===== src/rtl/avalon_st_packet_arbiter.sv =====
// Two-input Avalon-ST packet arbiter: round-robin, packet-atomic grant feeding a 2-entry
// output FIFO, with a registered pulse on start-of-packet delimiter violations.
module avalon_st_packet_arbiter #(
  parameter int DATA_W = 8
) (
  input  logic              clk,
  input  logic              reset,
  input  logic              in0_valid,
  output logic              in0_ready,
  input  logic [DATA_W-1:0] in0_data,
  input  logic              in0_startofpacket,
  input  logic              in0_endofpacket,
  input  logic              in1_valid,
  output logic              in1_ready,
  input  logic [DATA_W-1:0] in1_data,
  input  logic              in1_startofpacket,
  input  logic              in1_endofpacket,
  output logic              out_valid,
  input  logic              out_ready,
  output logic [DATA_W-1:0] out_data,
  output logic              out_startofpacket,
  output logic              out_endofpacket,
  output logic              out_channel,
  output logic              protocol_err
);

  typedef enum logic [1:0] {
    IDLE  = 2'd0,
    LOCK0 = 2'd1,
    LOCK1 = 2'd2
  } state_t;

  typedef struct packed {
    logic [DATA_W-1:0] data;
    logic              sop;
    logic              eop;
    logic              channel;
  } entry_t;

  state_t     state_q, state_d;
  logic       rrLast_q, rrLast_d;
  logic       firstBeat_q, firstBeat_d;
  logic       protoErr_q, protoErr_d;
  entry_t     fifoMem_q [2];
  logic       wrPtr_q, rdPtr_q;
  logic [1:0] fifoCount_q;

  logic       fifoFull;
  logic       acc0, acc1;
  logic       push, pop;
  entry_t     pushEntry;
  entry_t     headEntry;

  // Only the locked requester sees ready, and only while the FIFO has room.
  assign fifoFull  = (fifoCount_q == 2'd2);
  assign in0_ready = (state_q == LOCK0) && !fifoFull;
  assign in1_ready = (state_q == LOCK1) && !fifoFull;
  assign acc0      = in0_valid && in0_ready;
  assign acc1      = in1_valid && in1_ready;
  assign push      = acc0 || acc1;
  assign pop       = out_valid && out_ready;

  always_comb begin
    pushEntry = {in0_data, in0_startofpacket, in0_endofpacket, 1'b0};
    if (state_q == LOCK1) begin
      pushEntry = {in1_data, in1_startofpacket, in1_endofpacket, 1'b1};
    end
  end

  always_comb begin
    state_d     = state_q;
    rrLast_d    = rrLast_q;
    firstBeat_d = firstBeat_q;
    protoErr_d  = 1'b0;
    case (state_q)
      IDLE: begin
        // On contention the requester that did not win last time gets the grant.
        if (in0_valid && (!in1_valid || rrLast_q)) begin
          state_d     = LOCK0;
          rrLast_d    = 1'b0;
          firstBeat_d = 1'b1;
        end else if (in1_valid) begin
          state_d     = LOCK1;
          rrLast_d    = 1'b1;
          firstBeat_d = 1'b1;
        end
      end
      LOCK0: begin
        if (acc0 && in0_endofpacket) begin
          state_d = IDLE;
        end
      end
      LOCK1: begin
        if (acc1 && in1_endofpacket) begin
          state_d = IDLE;
        end
      end
      default: begin
        state_d = IDLE;
      end
    endcase
    if (push) begin
      firstBeat_d = 1'b0;
      protoErr_d  = firstBeat_q ? !pushEntry.sop : pushEntry.sop;
    end
  end

  always_ff @(posedge clk or posedge reset) begin
    if (reset) begin
      state_q     <= IDLE;
      rrLast_q    <= 1'b1;
      firstBeat_q <= 1'b0;
      protoErr_q  <= 1'b0;
    end else begin
      state_q     <= state_d;
      rrLast_q    <= rrLast_d;
      firstBeat_q <= firstBeat_d;
      protoErr_q  <= protoErr_d;
    end
  end

  // Storage is cleared on reset so the head entry drives all-zero outputs while empty after reset.
  always_ff @(posedge clk or posedge reset) begin
    if (reset) begin
      fifoMem_q[0] <= '0;
      fifoMem_q[1] <= '0;
      wrPtr_q      <= 1'b0;
      rdPtr_q      <= 1'b0;
      fifoCount_q  <= 2'd0;
    end else begin
      if (push) begin
        fifoMem_q[wrPtr_q] <= pushEntry;
        wrPtr_q            <= !wrPtr_q;
      end
      if (pop) begin
        rdPtr_q <= !rdPtr_q;
      end
      case ({push, pop})
        2'b10:   fifoCount_q <= fifoCount_q + 2'd1;
        2'b01:   fifoCount_q <= fifoCount_q - 2'd1;
        default: fifoCount_q <= fifoCount_q;
      endcase
    end
  end

  assign headEntry         = fifoMem_q[rdPtr_q];
  assign out_valid         = (fifoCount_q != 2'd0);
  assign out_data          = headEntry.data;
  assign out_startofpacket = headEntry.sop;
  assign out_endofpacket   = headEntry.eop;
  assign out_channel       = headEntry.channel;
  assign protocol_err      = protoErr_q;

endmodule


===== config.mk =====
export PLATFORM = sky130hd
export DESIGN_NAME = avalon_st_packet_arbiter
export DESIGN_NICKNAME = d
export VERILOG_FILES = /design/src/rtl/avalon_st_packet_arbiter.sv
export SDC_FILE = /design/constraint.sdc
export NUM_CORES = 1
export LEC_CHECK = 0
export ABC_AREA = 1
export CORE_MARGIN = 5
export CORE_UTILIZATION = 50
export DETAILED_ROUTE_END_ITERATION = 10
export DONT_BUFFER_PORTS = 1
export PLACE_DENSITY_LB_ADDON = 0.25
export SLEW_MARGIN = 20
export SYNTH_ARGS = -nofsm -noshare
export SYNTH_HDL_FRONTEND = slang
export SYNTH_SLANG_ARGS = --single-unit

===== constraint.sdc =====
create_clock -name clk -period 1.4 [get_ports clk]
set_input_delay 0.42 -clock clk [delete_from_list [all_inputs] [get_ports clk]]
set_output_delay 0.42 -clock clk [all_outputs]
set_load 0.05 [all_outputs]

==> reports/results.tsv, run 1 <==
stage	metric	value	unit
timing	drv_slew	0	
placement	gp_congestion	0.7882	
logic_synthesis	synth_top_area_share	46.80	%
outcome	violations	negative setup slack	
timing	max_clock_freq	550.3	MHz
timing	clock_skew	6.276	ps
clock_tree	clock_latency	360	ps
job	maxCapViolations	0	
drt	wl_per_cell	21.04	microns
outcome	run_status	finished, violations left	
finish	fin_nets	273	
placement	portBuffers	0	
timing	fin_crit_sh	129.8	%
finish	antennaDiodeCount	0	
floorplan	fp.dieH	66.64	microns
timing	hold_violations	0	
floorplan	num_io_pins	40	
finish	drive_above_1_share	52.61	%
drt	viasPerCell	5.659	
clock_tree	cts_root_buf	clkbuf_4	
worst_setup_path	arrival	1400	ps
clock_tree	cts_buffers	5	
worst_setup_path	path_delay_family	flip-flops	
worst_setup_path	cp_slowest_cell	dfrtp_1	
clock_tree	tritoncts	done	
timing	min_period	1817	ps
logic_synthesis	seq_area_frac_synth	48.44	%
floorplan	die_x	66.64	microns
drt	wl	6165	microns
logic_synthesis	synthesis.area	1604	sq um
worst_setup_path	cp_max_fo	14	
logic_synthesis	yosysWarningCount	0	
worst_setup_path	crit_required	980	ps
worst_setup_path	reg2reg_from	state_q[1]	
grt	gr-usage-all-layers	21.43	%
grt	grt_pass1_wl	7003	microns
placement	placed_area	2113	sq um
clock_tree	cts_buffer_depth	2	
clock_tree	cts.sinks	31	
floorplan	rows	20	
logic_synthesis	yosysTopAreaCell	dfrtp_1	
grt	grt_max_degree	32	
grt	grt_pass1_vias	1522	
clock_tree	ctsHoldBuffers	0	
worst_setup_path	path_buf_inv	2	
finish	fillers	145	
worst_setup_path	endpoint_kind	output pin	
clock_tree	clk_pin_slew_worst_paths	100	ps
timing	layout_setup_ws	-417.1	ps
grt	grt_antenna_before_repair	0	
drt	ant_nets	0	
finish	final_area	2684	sq um
logic_synthesis	synth_cells	207	
drt	drtPass1Iterations	4	
floorplan	start_util	52.11	%
grt	overflow	0	
timing	finalSetupViolations	40	
clock_tree	cts-htree-levels	2	
min_path	min_path_type	input port to asynchronous set/reset pin	
worst_setup_path	cp-start-kind	flip-flop	
placement	hpwl	2946	microns
logic_synthesis	ys_ff_latch	31	
worst_setup_path	path_class	flip-flop to output pin	
timing	slew_headroom	73.45	%
logic_synthesis	synthTopCellsByArea	dfrtp_1 47%, nand2_1 19%, a21oi_2 5.5%, o21ai_0 5.3%, inv_1 4.9%	
worst_setup_path	crit_chain	buf_8 > nand2_1 > o21ai_4 > buf_12	
logic_synthesis	synth_cell_type_count	25	
drt	drt_iter0_drc	147	
worst_setup_path	cp-startpoint	rdPtr_q	
logic_synthesis	synth_nets	232	
floorplan	die-area	4441	sq um
worst_setup_path	slowest_delay	440	ps
timing	rsz0062_at_grt	yes	
drt	vias	1658	
timing	worstMarginPinSlew	398.3	ps
logic_synthesis	syn_avg_cell_area	7.749	sq um
floorplan	fp.coreArea	3078	sq um
finish	syn_to_final_growth	67.32	%
drt	route.detailed.drc	0	
-- registers in the layout, summed over array words and instances, names as in the netlist --
register      cells
rrLast_q          1
state_q           2
wrPtr_q           1
fifoMem_q        22
rdPtr_q           1
fifoCount_q       2
protocol_err      1
firstBeat_q       1
-- path summary, 6_finish.rpt --
check / endpoint / slack, ps / cells past startpoint
max: out_startofpacket / -420 / 4
min: fifoMem_q[19] / 20 / 2
max reg2reg: fifoMem_q[11] / -150 / 9
min reg2reg: fifoMem_q[2] / 500 / 2
max in group asynchronous: fifoCount_q[1] / 1060 / 2
min in group clk: fifoCount_q[1] / 250 / 3
-- Yosys cell counts, drive strengths merged --
library cell / n
clkbuf: 2
dfstp: 1
clkinv: 1
buf: 5
nand2: 86
inv: 24
xnor2: 2
dfrtp: 30
nand3: 6
nor2: 16
mux2: 1
a21boi: 1
o21ai: 18
a21oi: 11
nand4: 2
and2: 1
-- final cells by class --
type,count,area [sq um],share of cell area [%]
Timing Repair Buffer,38,546.8,20.37
Sequential cell,31,782.0,29.14
Clock buffer,7,45.04,1.678
Clock inverter,1,5.005,0.1865
Tap cell,44,55.05,2.051
Multi-Input combinational cell,147,1145,42.66
Inverter,25,105.1,3.916
-- worst register-to-register path, stage by stage, from the launching register on --
cell,delay (ps)
dfrtp_2,450
buf_6,120
inv_2,40
nor2_4,110
nand3_4,120
nand2_8,150
buf_12,150
nand2_8,100
nand2_2,120
o21ai_2,70
-- metrics by stage --
step                      TNS (ps)  setup WS (ps)  hold WS [ps]  util, %  std cells
after floorplan             -9.565         -9.565         447.6        -        207
after global placement           0          11.67         405.6    68.66        272
after detailed placement    -188.5         -39.55         412.5    68.66        272
after CTS                    -4198         -345.6         54.79    73.50        285
after global routing         -8867         -475.7         47.76    87.20        293
final                        -7026         -417.1         23.29    87.20        293
-- repair_timing --
action,4_1_cts,5_1_grt
pin swaps,5,26
gates resized for setup,17,82
endpoints found under the setup margin,22,41
gates cloned,0,4
setup buffers,5,5
-- cell usage in the layout, fill, tap and decap left out, types with 2 or more instances in the layout --
master	n
nand3_4	2
inv_1	19
buf_8	5
nor2_4	12
buf_4	12
buf_6	5
dfrtp_1	26
o21ai_0	4
nand2_1	57
buf_12	15
nand4_1	2
o21ai_2	2
clkbuf_4	5
nand2_2	18
clkbuf_1	2
inv_2	3
nand2_8	6
o21ai_4	10
o21ai_1	2
a21oi_2	10
nand3_2	4
nand2_4	8
nor2_1	4
dfrtp_2	4
-- routing by layer --
layer	track usage, %	vias to the layer above	share of wire [%]	wire [microns]
met5	0	-	0	0
met4	9.645	0	3.7	229
met3	5.902	27	6.9	425
met2	36.88	81	52	3222
met1	24.57	831	37	2287
li1	-	719	-	-
-- cells by family (layout without fill, tap and decap cells) --
logic type                count (synthesis)  after routing  share of synthesized area, %
xor gates and xnor gates                  2              2                         1.092
AOI/OAI and AO/OA                        30             30                         11.86
DFF                                      31             31                         48.44
muxes                                     1              1                        0.7020
and+or+nand+nor                         111            114                         29.10
buffers and inverters                    32             71                         8.815
Power of run 1 is not shown: default switching activity piles up to over one toggle a cycle in this logic, so the estimate is an artifact.
==> inputs of run 2 (changes only) <==
Settings changed: GPL_TIMING_DRIVEN set to 0, RECOVER_POWER set to 50.
==> reports/results.tsv, run 2 (synthesis results as in run 1) <==
stage	metric	value	unit
outcome	run_status	finished, violations left	
outcome	violations	negative setup slack	
placement	portBuffers	0	
clock_tree	cts_buffer_depth	2	
placement	hpwl	2705	microns
finish	drive_above_1_share	47.23	%
floorplan	num_io_pins	40	
timing	layout_setup_ws	-376.2	ps
drt	drtPass1Iterations	4	
drt	drt_iter0_drc	94	
clock_tree	clk_pin_slew_worst_paths	110	ps
floorplan	die_x	66.64	microns
finish	final_cell_mix	59 x nand2_1, 26 x dfrtp_1, 20 x inv_1, 19 x nand2_2	
timing	slew_headroom	21.89	%
finish	syn_to_final_growth	49.92	%
clock_tree	cts_buffers	5	
timing	clock_skew	12.01	ps
worst_setup_path	endpoint_kind	output pin	
clock_tree	clock_latency	350	ps
grt	grt_pass1_vias	1579	
floorplan	fp.dieH	66.64	microns
drt	wl	4891	microns
floorplan	rows	20	
worst_setup_path	crit_required	980	ps
drt	vias	1496	
timing	fin_crit_sh	126.9	%
finish	fin_nets	259	
timing	max_clock_freq	563.0	MHz
timing	worstMarginPinSlew	1170	ps
worst_setup_path	cp_slowest_cell	dfrtp_2	
placement	placed_area	1804	sq um
timing	finalSetupViolations	38	
min_path	min_path_type	input port to asynchronous set/reset pin	
clock_tree	cts-htree-levels	2	
finish	layout.cells.non_filler	279	
worst_setup_path	slowest_delay	470	ps
grt	grt_pass1_wl	7162	microns
grt	grt_antenna_before_repair	0	
floorplan	die-area	4441	sq um
finish	reg_top3	fifoMem_q (22), fifoCount_q (2), state_q (2)	
finish	final_common_cell	nand2_1	
floorplan	start_util	52.11	%
worst_setup_path	path_class	flip-flop to output pin	
clock_tree	ctsHoldBuffers	0	
clock_tree	cts_root_buf	clkbuf_4	
worst_setup_path	cp_max_fo	5	
drt	wl_per_cell	17.53	microns
finish	largest_reg_flops	22	
timing	drv_slew	0	
grt	grt_max_degree	32	
grt	overflow	0	
placement	gp_congestion	0.7407	
timing	min_period	1776	ps
timing	hold_violations	0	
timing	fin_setup_tns	-6694	ps
placement	dpl.cell_count	251	
job	maxCapViolations	0	
finish	regMostFlops	fifoMem_q	
grt	gr-usage-all-layers	21.84	%
worst_setup_path	crit_chain	clkbuf_16 > o21ai_4	
drt	ant_nets	0	
drt	viasPerCell	5.362	
drt	route.detailed.drc	0	
worst_setup_path	arrival	1360	ps
worst_setup_path	cp-start-kind	flip-flop	
floorplan	fp.coreArea	3078	sq um
finish	final_area	2405	sq um
finish	antennaDiodeCount	0	
finish	post-route-util	78.13	%
timing	rsz0062_at_grt	yes	
clock_tree	cts.sinks	31	
clock_tree	tritoncts	done	
==> run 2: cell types whose count changed in the layout (fill, tap and decap cells not counted), moves of 3 or more <==
cell / change
buf_12: -13
buf_8: -3
clkbuf_16: +3
nand2_4: -3
nand2_8: -3
nor2_4: -3
==> run 2: final timing paths <==
check                                    from  cells past startpoint             end  slack [ps]
worst min-delay path                    reset                      1    fifoMem_q[8]         250
worst min register to register  fifoMem_q[10]                      2   fifoMem_q[10]         490
worst max-delay path                  rdPtr_q                      2     out_data[1]        -380
worst max register to register     state_q[1]                      9   fifoMem_q[18]        -120
max in group asynchronous               reset                      1         rdPtr_q         350
min in group clk                    out_ready                      3  fifoCount_q[1]         260
==> run 2: timing repair <==
item                                    4_1_cts  5_1_grt
setup buffers                                 9        6
cloned                                        1        4
pin swaps                                     5       23
gates resized for setup                      29       58
endpoints found under the setup margin       34       40
==> run 2: final cells by class <==
class / instances / area [sq um]
Fill cell: 207 / 673.1
Buffer: 7 / 113.9
Clock inverter: 2 / 35.03
Multi-Input combinational cell: 144 / 1035
Tap cell: 44 / 55.05
Sequential cell: 31 / 782.0
Clock buffer: 6 / 51.30
Inverter: 25 / 103.9
Timing Repair Buffer: 20 / 229.0
==> run 2: critical path: cells and delay by family (launching register included) <==
kind | cells | cell delay [ps]
flip-flops | 1 | 470
buffers and inverters | 1 | 190
AO/OA/AOI/OAI | 1 | 350
==> run 2: per-layer routing <==
| layer | wire length [microns] | track usage (%) | share of wire [%] |
|---|---|---|---|
| met5 | 0 | 0 | 0 |
| met4 | 167 | 9.391 | 3.4 |
| met3 | 340 | 7.251 | 7.0 |
| met2 | 2488 | 35.89 | 51 |
| met1 | 1894 | 25.92 | 39 |
==> run 2: through the flow <==
| stage | hold WS, ps | setup slack, ps |
|---|---|---|
| final | 254.1 | -376.2 |
| after global routing | 251.1 | -414.4 |
| after CTS | 50.88 | -393.6 |
| after detailed placement | 426.4 | -232.7 |
| after global placement | 461.7 | -229.3 |
| after floorplan | 447.6 | -9.565 |
Power of run 2 is left out for the same reason.
==> inputs of run 3 (changes only) <==
Settings changed: CTS_BUF_LIST set to sky130_fd_sc_hd__clkbuf_4 sky130_fd_sc_hd__clkbuf_8.
==> results of run 3 <==
No change in the layout: final DEF, timing and power equal those of run 2.
Power of run 3 is left out for the same reason.
